`src/rtl/fm_discriminator.sv`:
```
// Polar FM discriminator: iterative CORDIC phase per I/Q sample,
// output is the wrapped phase difference to the previous sample.
module fm_discriminator #(
   parameter int DATA_WIDTH  = 16,
   parameter int PHASE_WIDTH = 16,
   parameter int ITER        = 14
) (
   input  logic                  clk,
   input  logic                  reset_n,
   input  logic [DATA_WIDTH-1:0] ast_sink_i,
   input  logic [DATA_WIDTH-1:0] ast_sink_q,
   input  logic                  ast_sink_valid,
   input  logic [1:0]            ast_sink_error,
   output logic [DATA_WIDTH-1:0] ast_source_data,
   output logic                  ast_source_valid,
   output logic [1:0]            ast_source_error
);

   localparam int XW = DATA_WIDTH + 2;
   localparam int KW = (ITER > 1) ? $clog2(ITER) : 1;
   localparam logic [KW-1:0] K_LAST = KW'(ITER - 1);
   localparam logic [PHASE_WIDTH-1:0] HALF = PHASE_WIDTH'(1) << (PHASE_WIDTH - 1);
   localparam logic [32:0] RND = 33'd1 << (31 - PHASE_WIDTH);

   // atan(2^-k) in units of 2^-32 of a full circle
   localparam logic [31:0] ATAN32 [32] = '{
      32'd536870912, 32'd316933406, 32'd167458907, 32'd85004756,
      32'd42667331,  32'd21354465,  32'd10679838,  32'd5340245,
      32'd2670163,   32'd1335087,   32'd667544,    32'd333772,
      32'd166886,    32'd83443,     32'd41722,     32'd20861,
      32'd10430,     32'd5215,      32'd2608,      32'd1304,
      32'd652,       32'd326,       32'd163,       32'd81,
      32'd41,        32'd20,        32'd10,        32'd5,
      32'd3,         32'd1,         32'd1,         32'd0
   };

   function automatic logic [PHASE_WIDTH-1:0] atan_k(input logic [KW-1:0] kk);
      logic [32:0] r;
      r = {1'b0, ATAN32[5'(kk)]} + RND;
      r = r >> (32 - PHASE_WIDTH);
      return r[PHASE_WIDTH-1:0];
   endfunction

   typedef enum logic [1:0] {IDLE, PRE, ROT, DIFF} state_t;

   state_t                  state;
   logic signed [XW-1:0]    x, y;
   logic [PHASE_WIDTH-1:0]  z, prev_phase;
   logic [KW-1:0]           k;
   logic                    zero_in, first;
   logic                    drop, drop_cur, err;

   logic signed [XW-1:0]    xs, ys;
   logic [PHASE_WIDTH-1:0]  phase, d;

   assign xs    = x >>> k;
   assign ys    = y >>> k;
   assign phase = zero_in ? prev_phase : z;
   assign d     = phase - prev_phase;

   always_ff @(posedge clk or negedge reset_n) begin
      if (!reset_n) begin
         state            <= IDLE;
         x                <= '0;
         y                <= '0;
         z                <= '0;
         k                <= '0;
         prev_phase       <= '0;
         zero_in          <= 1'b0;
         first            <= 1'b1;
         drop             <= 1'b0;
         drop_cur         <= 1'b0;
         err              <= 1'b0;
         ast_source_data  <= '0;
         ast_source_valid <= 1'b0;
         ast_source_error <= '0;
      end else begin
         ast_source_valid <= 1'b0;
         if (ast_sink_valid && state != IDLE)
            drop <= 1'b1;
         unique case (state)
            IDLE: begin
               if (ast_sink_valid) begin
                  x        <= {{2{ast_sink_i[DATA_WIDTH-1]}}, ast_sink_i};
                  y        <= {{2{ast_sink_q[DATA_WIDTH-1]}}, ast_sink_q};
                  err      <= err | (|ast_sink_error);
                  // drops seen so far belong to this sample's word
                  drop_cur <= drop_cur | drop;
                  drop     <= 1'b0;
                  state    <= PRE;
               end
            end
            PRE: begin
               if (x[XW-1]) begin
                  x <= -x;
                  y <= -y;
                  z <= HALF;
               end else begin
                  z <= '0;
               end
               zero_in <= (x == '0) && (y == '0);
               k       <= '0;
               state   <= ROT;
            end
            ROT: begin
               if (!y[XW-1]) begin
                  x <= x + ys;
                  y <= y - xs;
                  z <= z + atan_k(k);
               end else begin
                  x <= x - ys;
                  y <= y + xs;
                  z <= z - atan_k(k);
               end
               k <= k + 1'b1;
               if (k == K_LAST)
                  state <= DIFF;
            end
            DIFF: begin
               prev_phase <= phase;
               if (first) begin
                  first <= 1'b0;
               end else begin
                  ast_source_data  <= d[PHASE_WIDTH-1 -: DATA_WIDTH];
                  ast_source_valid <= 1'b1;
                  ast_source_error <= {err, drop_cur};
                  err              <= 1'b0;
                  drop_cur         <= 1'b0;
               end
               state <= IDLE;
            end
         endcase
      end
   end

endmodule

```
`config.mk`:
```
export PLATFORM = sky130hd
export DESIGN_NAME = fm_discriminator
export DESIGN_NICKNAME = d
export VERILOG_FILES = /design/src/rtl/fm_discriminator.sv
export SDC_FILE = /design/constraint.sdc
export NUM_CORES = 1
export LEC_CHECK = 0
export BUFFER_PORTS_ARGS = -buffer_cell sky130_fd_sc_hd__buf_2
export CAP_MARGIN = 20
export CELL_PAD_IN_SITES_DETAIL_PLACEMENT = 1
export CELL_PAD_IN_SITES_GLOBAL_PLACEMENT = 2
export CORE_MARGIN = 2
export CORE_UTILIZATION = 42
export DETAILED_ROUTE_END_ITERATION = 7
export PLACE_DENSITY_LB_ADDON = 0.12
export SLEW_MARGIN = 15
export SYNTH_ARGS = -nofsm -noshare
export SYNTH_HDL_FRONTEND = slang
export SYNTH_SLANG_ARGS = --single-unit
```
`constraint.sdc`:
```
create_clock -name clk -period 10.9 [get_ports clk]
set_clock_uncertainty 0.05 [all_clocks]
set_input_delay 0.545 -clock clk [delete_from_list [all_inputs] [get_ports clk]]
set_output_delay 0.545 -clock clk [all_outputs]
set_load 0.01 [all_outputs]
```
---- Word level (Yosys, flattened, before mapping) ----
Memories as Yosys holds them, arrays and structs flattened.
Index checks and enable logic that the tools add are counted.
word-level totals
  latch bits .............................. 0
  register bits ........................... 98
  bits in read-only memories .............. 1024
  RAM bits ................................ 0
  bits of input ports ..................... 37
  output and inout port bits .............. 19
  logic and storage cells ................. 85
  memories kept ........................... 1
memories
  memory            depth  width  rd ports  clocked after memory_dff  wr ports  RTL line  source
  (name not given)  32     32     1         0                         0         39        r = {1'b0, ATAN32[5'(kk)]} + RND;
operators by class
  $lt $le $gt $ge ......................... 1
  shift-type cells ........................ 2
  reduce and logical (&&, ||, !) cells .... 15
  add/subtract/negate cells ............... 11
  bitwise operators ....................... 4
  div/mod/pow operators ................... 0
  equality and inequality tests ........... 8
  multiply operators ...................... 0
  mux-type cells .......................... 28
operator list
  kind                      number
  $mux W18                  6
  $pmux W18 S3              2
  $mux W32                  2
  $mux W16                  3
  $add A18 B18 Y18          2
  $logic_not A18 Y1         2
  $neg A18 Y18              2
  $sshr A18 B4 Y18          2
  $sub A18 B18 Y18          2
  $add A32 B16 Y32 const B  1
  $pmux W16 S2              1
  $sub A16 B16 Y16          2
  $add A16 B16 Y16          1
  $mux W1                   8
  $ne A2 B2 Y1 const B      4
  $pmux W2 S4               1
  $pmux W4 S2               1
  $ge A6 B6 Y1 const B      1
  $not A4 Y6                1
  $reduce_and A2 Y1         3
  $reduce_and A3 Y1         2
  $reduce_bool A2 Y1        3
  $add A4 B1 Y4 const B     1
  $eq A2 B2 Y1 const B      2
  10 further kinds          14

---- Longest topological paths before layout ----
Gate-level depths: netlist (run 1).
  word-level depth ........................ 8
  mapped depth ............................ 26
  gate-level depth less buffers ........... 22

---- Least setup slack after synthesis (run 1) ----
No wires, ideal clock.
  path kind ............................... reg-to-reg
  from .................................... register k[0]
  to ...................................... register z[15]
  clock period less this slack ............ 5460 ps
  path buffers ............................ 4
  required time ........................... 10713 ps
  data arrival time ....................... 5273 ps
  stages on the path, launching flop included .. 26
  library setup time ...................... 137 ps
  path slack .............................. 5440 ps
  path through ............................ dfrtp_1 -> buf_6 -> buf_6 -> inv_1 -> buf_2 -> ha_1 -> clkbuf_1 -> inv_1 -> mux4_2 -> ha_1 -> o21ai_0 -> nand4_1 -> a211oi_1 -> o21ai_2 -> o21ai_0 -> xnor2_1 -> ha_1 -> or4_1 -> nor2_1 -> nor2_1 -> o21ai_0 -> o21ai_0 -> o41ai_1 -> xnor2_1 -> mux2i_1 -> a21oi_1
on the way
  longest elaborated chain between the ends .. 8
  elaborated cells between the ends (all ways) .. 9
  those cells by class .................... 3 x add/sub; 4 x mux; 1 x bitwise; 1 x memory
ends and longest elaborated chain
  element                                               RTL line  source
  from (decl)                                           49        logic [KW-1:0] k;
  from (signal assigned)                                115       k <= k + 1'b1;
  $not A4 Y6 (not written as such) (*)                  39
  $mem_v2 Z32 W32 (*)                                   --
  $mux W32 (not written as such) (*) (2 in series)      39
  $add A32 B16 Y32 (*)                                  39
  $add A16 B16 Y16 or $sub A16 B16 Y16 (tied branches)  109, 113
  $mux W16 (*)                                          106       if (!y[XW-1]) begin
  $pmux W16 S2 (*)                                      81        unique case (state)
  to (signal assigned)                                  109       z <= z + atan_k(k);
  to (signal assigned)                                  113       z <= z - atan_k(k);
  to (decl)                                             48        logic [PHASE_WIDTH-1:0] z, prev_phase;
Every way passes the cells marked *; elsewhere a longest branch is shown, timed or not. The select of a mux whose other input is x is not followed.
A chain may end at the register's enable or synchronous reset.

---- Worst setup path in the final report (run 1) ----
  from .................................... register k[1]
  to ...................................... register z[15]
Same word-level chain as after synthesis.

==> metrics.md, run 1 <==
| Metric | Value |
|---|---|
| WHS | around 0.15 ns |
| GRT Total Usage | between 20% and 30% |
| Crit path kind | register to register |
| Area Overhead vs Synth | 6.06% |
| Number of flops mapped to enable cells by yosys | 0 |
| I/O Pins | 56 |
| Die Span Y | roughly 170 um |
| FMAX | around 160 MHz |
| Critical path launch point type | register |
| Min Clock Period, post-route | 6.09 ns |
| Ys async rst share | 100% |
| Largest area contributor in the netlist | dfrtp_1 |
| Die ar. | 28,700 um^2 |
| CTS root buffer | clkbuf_16 |
| CTS Hold Bufs | 0 |
| Largest net degree at the start of global routing | 62 |
| Vias per cell | about 6.2 |
| Rows | 60 |
| Max Cap Viol | 0 |
| DRT antenna net count | 0 |
| CP arrival | between 6 and 7 ns |
| Layout Nets | 1,535 |
| CP required | around 11 ns |
| CP max FO | slightly above 60 |
| Cell Area, Placed | approximately 12,000 um^2 |
| # DRC | 0 |
| Longest Clk Path Bufs | 2 |
| Mapped Area | 11,500 um^2 |
| Drt initial violations | 562 |
| Clock latency on the worst-skew pair | roughly 0.37 ns |
| FILL cells | around 3,300 |
| Ys Warns | 0 |
| Initial antenna violation count | 0 |
| Least-Margin Pin Slew | 0.997 ns |
| Final worst-path cycle share | a little under three fifths |
| Core ar. | 26,900 um^2 |
| Yosys top cell area share | roughly a fifth |
| Antenna diode count | 0 |
| Dominant cells by area after synthesis | dfrtp_1 (21%), ha_1 (8.7%), mux4_2 (7.1%), o21ai_0 (5.4%), nand2_1 (5.1%) |
| Setup Fix Bufs, Post-CTS | 0 |
| Unique masters post-synth | 83 |
| CTS sink cnt | 98 |
| Drt total wl | 37.5 mm |
| Avg Cell Area, Syn | 7.99 um^2 |
| Post-synth top flop | dfrtp_1 |
| Placed wire-length estimate | 27.7 mm |
| RSZ-0062 raised after global routing | no |
| Final Max Tran Viols | 0 |
| Placed Cells | around 1,700 |
| Placer Congestion | just under 0.9 |
| Initial Utilization | between 40% and 50% |
| Seq/Total Area, Yosys | approximately a fifth |
| Slew headroom | 31.8% |
| First-pass GRT wire length | between 60 and 70 mm |
| Syn Inst Count | 1,437 |
| # setup viols final | 0 |
| Port-buffer cells | between 50 and 60 |
| Cell area after layout | around 12,000 um^2 |
| Clock-pin slew on the worst setup and hold paths | around 0.09 ns |
| Outcome | complete, no violations |
| WL per Instance | approximately 21 um |
| Count leader, synth | nand2_1 |
| Commonest cells in the netlist | nand2_1 (155), nor2_1 (124), o21ai_0 (124) |
| Non-filler cells, final | 1,760 |
| Num CTS Buffers | 9 |
| Worst Hold Class | input port to asynchronous set/reset pin |
| CTS tree | done |
| Post_cts resized | 0 |
| Final hold violations | 0 |
| GRT Residual Overflow | 0 |
| H-tree depth | 3 |
| Yosys reg bits | 98 |
| Vias after detailed routing | around 11,000 |
| CP Capture Type | register |
| DIE WIDTH | 169 um |
| Pre-antenna DRT Iters | 5 |
| Post-synth net total | approximately 1,600 |
| Setup tns final | 0 ns |
| Share of post-route cells with drive strength above 1 | 11.5% |
| Vias in the first global route | between 10,000 and 15,000 |
cell usage in the layout, fill, tap and decap left out, drive strengths merged, types with 6 or more instances in the layout:
cell type,netlist,layout
nand2,155,155
o21ai,125,125
nor2,124,124
dfrtp,97,97
a21oi,80,80
ha,80,80
inv,70,73
buf,28,70
xnor2,65,65
xor2,52,52
mux4,37,37
nor3,32,32
o31ai,29,29
nor2b,24,24
a221oi,23,23
o21a,22,22
o22ai,22,22
nand2b,21,21
nand3,20,20
mux2i,19,19
a21o,16,16
a31oi,16,16
or3,13,13
nor4,13,13
and2,12,12
a211oi,12,12
and3,11,11
o211ai,10,10
mux2,10,10
or4,10,10
a22oi,9,9
or2,9,9
clkbuf,76,9
nor3b,7,7
a2111oi,6,6
clkinv,2,6
flip-flops by register name (all words and copies together), names as in the netlist, named ones only:
signal,cells
err,1
k,4
drop_cur,1
z,16
prev_phase,16
state,2
ast_source_error,2
first,1
zero_in,1
ast_source_data,16
y,18
ast_source_valid,1
x,18
layout make-up:
cell class              count  area (um^2)  area share [%]
well taps                 341          427            3.50
clock buffers               9          225            1.85
clock inverters             7         86.3           0.709
multi-input cells        1163         8320            68.3
inverters                  72          270            2.22
flip-flops and latches     98         2460            20.2
repair buffers             70          390            3.21
worst paths after layout:
path | from | to | slack, ns | cells after the start
min | reset_n | ast_source_data[9] | 0.15 | 1
min reg2reg | ast_source_error[0] | ast_source_error[0] | 0.43 | 2
max in group asynchronous | reset_n | k[3] | 9.44 | 2
max reg2reg | k[1] | z[15] | 4.81 | 21
min in group clk | ast_sink_valid | register | 0.37 | 2
max | k[1] | z[15] | 4.81 | 21
layer usage:
layer  up-vias  GRT usage, %  wire (um)  part of all wire, %
met5         -             0          0                    0
met3        48          3.33       1330                  3.6
met1      5438          34.3      16500                   44
li1       5183             -          -                    -
met4         0          5.50        623                  1.7
met2       196          47.8      19000                   51
worst max-delay path: stages, from the launching register on:
cell and delay, ns:
dfrtp_2 0.34, buf_4 0.60, inv_1 0.27, ha_1 0.42, mux4_2 0.54, ha_1 0.27, o21ai_0 0.25, nand4_1 0.20
a211oi_1 0.38, o21ai_2 0.16, o21ai_0 0.32, xnor2_1 0.13, ha_1 0.24, or4_1 0.49, nor2_1 0.10, nor2_1 0.05
o21ai_0 0.12, o21ai_0 0.19, o41ai_1 0.36, xnor2_1 0.19, mux2i_1 0.20, a21oi_1 0.08
logic make-up (layout without fill, tap and decap cells):
logic type,count (synthesis),count (layout),share of synthesized area [%]
flip-flops,98,98,21.4
AND/OR/NAND/NOR,464,464,19.4
buffers and inverters,176,158,6.30
AO/OA/AOI/OAI,432,432,24.6
adder cells (fa/ha/maj),84,84,9.41
XOR/XNOR,117,117,8.92
multiplexers,66,66,9.93
through the flow:
step	setup slack, ns	util (%)
6_report	4.81	45.3
5_1_grt	4.17	45.3
2_1_floorplan	5.44	-
3_5_place_dp	4.80	44.2
4_1_cts	4.76	45.3
3_3_place_gp	4.95	44.2
Power of run 1 is not shown: default switching activity piles up to over one toggle a cycle in this logic, so the estimate is an artifact.
==> run 2: changes to the inputs <==
--- a/config.mk
+++ b/config.mk
@@ -10,7 +10,7 @@
 export CELL_PAD_IN_SITES_DETAIL_PLACEMENT = 1
 export CELL_PAD_IN_SITES_GLOBAL_PLACEMENT = 2
 export CORE_MARGIN = 2
-export CORE_UTILIZATION = 42
+export CORE_UTILIZATION = 35
 export DETAILED_ROUTE_END_ITERATION = 7
 export PLACE_DENSITY_LB_ADDON = 0.12
 export SLEW_MARGIN = 15
==> constraint.sdc (replaced) <==
create_clock -name clk -period 5.6 [get_ports clk]
set_clock_uncertainty 0.05 [all_clocks]
set_input_delay 0.28 -clock clk [delete_from_list [all_inputs] [get_ports clk]]
set_output_delay 0.28 -clock clk [all_outputs]
set_load 0.01 [all_outputs]
==> metrics.md, run 2 (synthesis results as in run 1) <==
| Metric | Value |
|---|---|
| Die ar. | approximately 34,000 um^2 |
| Crit path cell chain | buf_12, mux4_2, and2_1, o21ai_0, o2111ai_1, nor3b_2, a31oi_1, or2_2, o21ai_1, ha_1, a21oi_1, o21ai_0, a21o_1, a22o_1, nor4_1, o311ai_0, mux2_1, a41oi_2 |
| Slowest-stage cell, CP | mux4_2 |
| FILL cells | 3,875 |
| DRT antenna net count | 0 |
| Outcome | complete, no violations |
| Setup tns final | 0 ns |
| Final Max Tran Viols | 0 |
| Area Overhead vs Synth | 10.1% |
| Most used cell, CP | o21ai_0 |
| Hold Path Depth | 2 |
| Port-buffer cells | 55 |
| Core ar. | about 32,000 um^2 |
| Final worst-path cycle share | a little over 90% |
| # DRC | 0 |
| Worst Hold Class | input port to register |
| DIE WIDTH | 185 um |
| Most frequent cells in the layout | nand2_1 (155), nor2_1 (124), o21ai_0 (117) |
| CP arrival | approximately 5.5 ns |
| Critical path launch point type | register |
| Final hold violations | 0 |
| Drt initial violations | around 650 |
| Most common cell after layout, fill and taps aside | nand2_1 |
| Placer Congestion | about 0.93 |
| FF-to-FF Start | k[1] |
| Antenna diode count | 0 |
| Launch point of the worst hold path | ast_sink_valid |
| Largest net degree at the start of global routing | about 60 |
| Initial Utilization | a little over a third |
| Vias per cell | 5.74 |
| CP required | a little under 6 ns |
| H-tree depth | 3 |
| Crit-path max cell delay | approximately 0.54 ns |
| Reg2reg path depth | 18 |
| Least-Margin Pin Slew | slightly above 1 ns |
| Pre-antenna DRT Iters | 4 |
| CTS tree | done |
| Crit path kind | register to register |
| Num CTS Buffers | 9 |
| Max Cap Viol | 0 |
| Initial antenna violation count | 0 |
| First-pass GRT wire length | 63.8 mm |
| Drt total wl | roughly 40 mm |
| Die Span Y | 185 um |
| Reg-to-reg setup timing slack | ~0.39 ns |
| GRT Total Usage | 24.0% |
| Vias after detailed routing | 10,900 |
| Min Clock Period, post-route | roughly 5.2 ns |
| RSZ-0062 raised after global routing | no |
| WP buf/inv | 1 |
| CP max FO | 60 |
| CP Capture Type | register |
| # setup viols final | 0 |
| Placed wire-length estimate | roughly 30 mm |
| CTS sink cnt | 98 |
| WHS | around 0.081 ns |
| Clock latency on the worst-skew pair | roughly 0.38 ns |
| I/O Pins | 56 |
| CTS root buffer | clkbuf_16 |
| Rows | between 60 and 70 |
| Layout Nets | 1,566 |
| GRT Residual Overflow | 0 |
| Share of post-route cells with drive strength above 1 | a little over an eighth |
| Crit-path leading delay family | compound AO/OA/AOI/OAI gates |
| FMAX | roughly 190 MHz |
| WL per Instance | between 20 and 25 um |
| Slew headroom | between 30% and 40% |
| Longest Clk Path Bufs | 2 |
| Critical R2R Capture | x[17] |
| Clock-pin slew on the worst setup and hold paths | about 0.080 ns |
| Vias in the first global route | between 10,000 and 15,000 |
| Top Registers | x x18, y x18 |
-- run 2: cell types whose count changed in the layout (fill, tap and decap cells not counted), moves of 2 or more --
cell and delta:
buf_4 +25, o21ai_1 +6, buf_12 +5, clkinv_8 -2, o21ai_0 -6
-- run 2: what timing repair did --
action | CTS | global route
setup buffers | 0 | 0
hold buffers | 1 | 0
gates resized for setup | 0 | 12
endpoints found under the setup margin | 0 | 9
hold endpoints to repair | 39 | 0
-- run 2: metrics by stage --
stage / setup slack (ns) / util (%) / instances / cell area, um^2
after CTS: 0.112 / 38.9 / 1892 / 12600
after global routing: 0.0223 / 39.0 / 1892 / 12600
after floorplan: 0.140 / - / 1437 / 11500
after global placement: 0.243 / 37.8 / 1875 / 12300
after detailed placement: 0.139 / 37.8 / 1875 / 12300
final: 0.385 / 39.0 / 1892 / 12600
-- run 2: routing by layer --
layer | wire [um] | GRT usage [%]
met5 | 0 | 0
met3 | 1190 | 3.28
met1 | 18100 | 30.7
met2 | 19800 | 42.4
met4 | 873 | 6.63
-- run 2: worst max-delay path by stage --
stage	from	to	slack [ns]	cells after the start
2_1_floorplan	k[0]	z[15]	0.14	25
5_1_grt	k[1]	z[15]	0.02	20
6_report	k[1]	x[17]	0.39	18
4_1_cts	k[1]	z[15]	0.11	20
3_3_place_gp	k[1]	z[15]	0.24	20
3_5_place_dp	k[1]	z[15]	0.14	20
-- run 2: cell type report --
class	instances	area (um^2)	share of cell area [%]
inverters	72	270	2.14
well taps	442	553	4.37
clock inverters	7	92.6	0.732
flip-flops and latches	98	2460	19.4
clock buffers	9	225	1.78
repair buffers	101	688	5.44
multi-input cells	1163	8360	66.1
-- run 2: worst register-to-register path, stage by stage, from the launching register on --
cell and delay [ns]:
dfrtp_2 0.39, buf_12 0.28, mux4_2 0.60, and2_1 0.17, o21ai_0 0.22, o2111ai_1 0.23
nor3b_2 0.34, a31oi_1 0.17, or2_2 0.31, o21ai_1 0.23, ha_1 0.33, a21oi_1 0.21
o21ai_0 0.16, a21o_1 0.22, a22o_1 0.24, nor4_1 0.28, o311ai_0 0.17, mux2_1 0.34
a41oi_2 0.17
Power of run 2 is left out for the same reason.
==> run 3: changes to the inputs <==
==> constraint.sdc (replaced) <==
create_clock -name clk -period 5.6 [get_ports clk]
set_clock_uncertainty 0.05 [all_clocks]
set_input_delay 0.84 -clock clk [delete_from_list [all_inputs] [get_ports clk]]
set_output_delay 0.84 -clock clk [all_outputs]
set_load 0.01 [all_outputs]
==> metrics.md, run 3 (synthesis results as in run 1) <==
| Metric | Value |
|---|---|
| Outcome | complete, no violations |
| Worst Hold Class | register to register |
| Vias after detailed routing | about 11,000 |
| DRT antenna net count | 0 |
| Area Overhead vs Synth | 10.3% |
| DR WL met2 | roughly 20 mm |
| # setup viols final | 0 |
| Port-buffer cells | 55 |
| CP Capture Type | register |
| CTS sink cnt | slightly below 100 |
| M1 WL | between 15 and 20 mm |
| I/O Pins | between 50 and 60 |
| Most frequent cells in the layout | nand2_1 (155), nor2_1 (124), o21ai_0 (121) |
| Least-Margin Pin Slew | between 1 and 1.5 ns |
| Most used cell, CP | o21ai_0 |
| CP max FO | 21 |
| Share of post-route cells with drive strength above 1 | between 10% and 20% |
| CP required | around 5.9 ns |
| Slowest-stage cell, CP | mux4_1 |
| Initial Utilization | roughly 35% |
| Clock latency on the worst-skew pair | between 0.3 and 0.4 ns |
| Rows | 66 |
| Core ar. | around 32,000 um^2 |
| Layout Nets | roughly 1,600 |
| Critical path launch point type | register |
| CTS Hold Bufs | 0 |
| Metal3 WL | about 1.5 mm |
| Max Cap Viol | 0 |
| Vias per cell | around 5.8 |
| Antenna diode count | 0 |
| Setup tns final | 0 ns |
| GRT Total Usage | around a quarter |
| DIE WIDTH | 185 um |
| CP arrival | ~5.6 ns |
| Longest Clk Path Bufs | 2 |
| Placer Congestion | roughly 0.96 |
| GRT Residual Overflow | 0 |
| Min Clock Period, post-route | 5.32 ns |
| WL per Instance | between 20 and 25 um |
| H-tree depth | 3 |
| DR top layer | met4 |
| Largest net degree at the start of global routing | 64 |
| Final Max Tran Viols | 0 |
| Die Span Y | about 190 um |
| # DRC | 0 |
| Final hold violations | 0 |
| FMAX | approximately 190 MHz |
| RSZ-0062 raised after global routing | no |
| Die ar. | about 34,000 um^2 |
| Crit path kind | register to register |
| CTS tree | done |
| Pre-antenna DRT Iters | 6 |
| Crit-path max cell delay | between 0.5 and 0.6 ns |
| Vias in the first global route | 11,300 |
| Crit path cell chain | buf_4, buf_12, mux4_1, inv_1, mux4_2, o2111ai_1, nor3b_2, a31oi_1, or2_2, o21ai_0, ha_1, a21oi_1, o21ai_0, a21o_1, a22o_1, nor4_1, o311ai_0, mux2_1, a41oi_2 |
| First-pass GRT wire length | ~66 mm |
| Drt initial violations | roughly 680 |
| Drt total wl | slightly above 40 mm |
| Placed wire-length estimate | just over 30 mm |
| Clock-pin slew on the worst setup and hold paths | 0.08 ns |
| CTS root buffer | clkbuf_16 |
| Final worst-path cycle share | roughly 95% |
| Most common cell after layout, fill and taps aside | nand2_1 |
| Top Registers | x x18, y x18 |
| Slew headroom | a little under a third |
| Num CTS Buffers | 9 |
| Initial antenna violation count | 0 |
-- run 3: cell type report --
cell class | count | area (um^2)
fill | 3977 | 19800
multi-input combinational | 1163 | 8330
sequential | 98 | 2460
timing repair buffer | 111 | 752
tap | 442 | 553
inverter | 72 | 270
clock buffer | 9 | 225
clock inverter | 7 | 78.8
-- run 3: final timing paths --
path                                    startpoint                 end  slack, ns  cells after the start
max in group asynchronous                  reset_n                k[1]       3.84                      2
worst min register to register  ast_source_data[8]  ast_source_data[8]       0.43                      2
worst min-delay path            ast_source_data[8]  ast_source_data[8]       0.43                      2
worst max-delay path                          k[0]               x[17]       0.28                     19
min in group asynchronous                  reset_n  ast_source_data[5]       0.53                      1
worst max register to register                k[0]               x[17]       0.28                     19
-- run 3: metrics by stage --
step	utilization, %	cells	worst slack, ns	instance area, um^2	hold WS [ns]
after floorplan	-	1437	0.140	11500	0.405
after global placement	38.0	1882	0.208	12300	0.403
after detailed placement	38.0	1882	0.0904	12300	0.409
after CTS	38.9	1898	0.0561	12600	0.431
after global routing	39.0	1902	0.000798	12700	0.461
final	39.0	1902	0.281	12700	0.428
-- run 3: worst max-delay path, delay by kind of cell (launching register included) --
kind,cells,cell delay (ns)
buffers and inverters,3,0.40
AOI/OAI and AO/OA,9,1.81
adders and majority gates,1,0.34
and+or+nand+nor,3,0.97
muxes,3,1.22
DFF,1,0.43
-- run 3: routing by layer --
metal / track usage [%] / up-vias
met3: 3.05 / 47
met2: 44.3 / 201
met5: 0 / -
met1: 31.6 / 5529
li1: - / 5266
met4: 6.44 / 0
-- run 3: timing repair --
action,CTS,global route
resized for setup,0,5
setup endpoints to repair,0,11
buffers inserted,0,4
Power of run 3 is left out for the same reason.
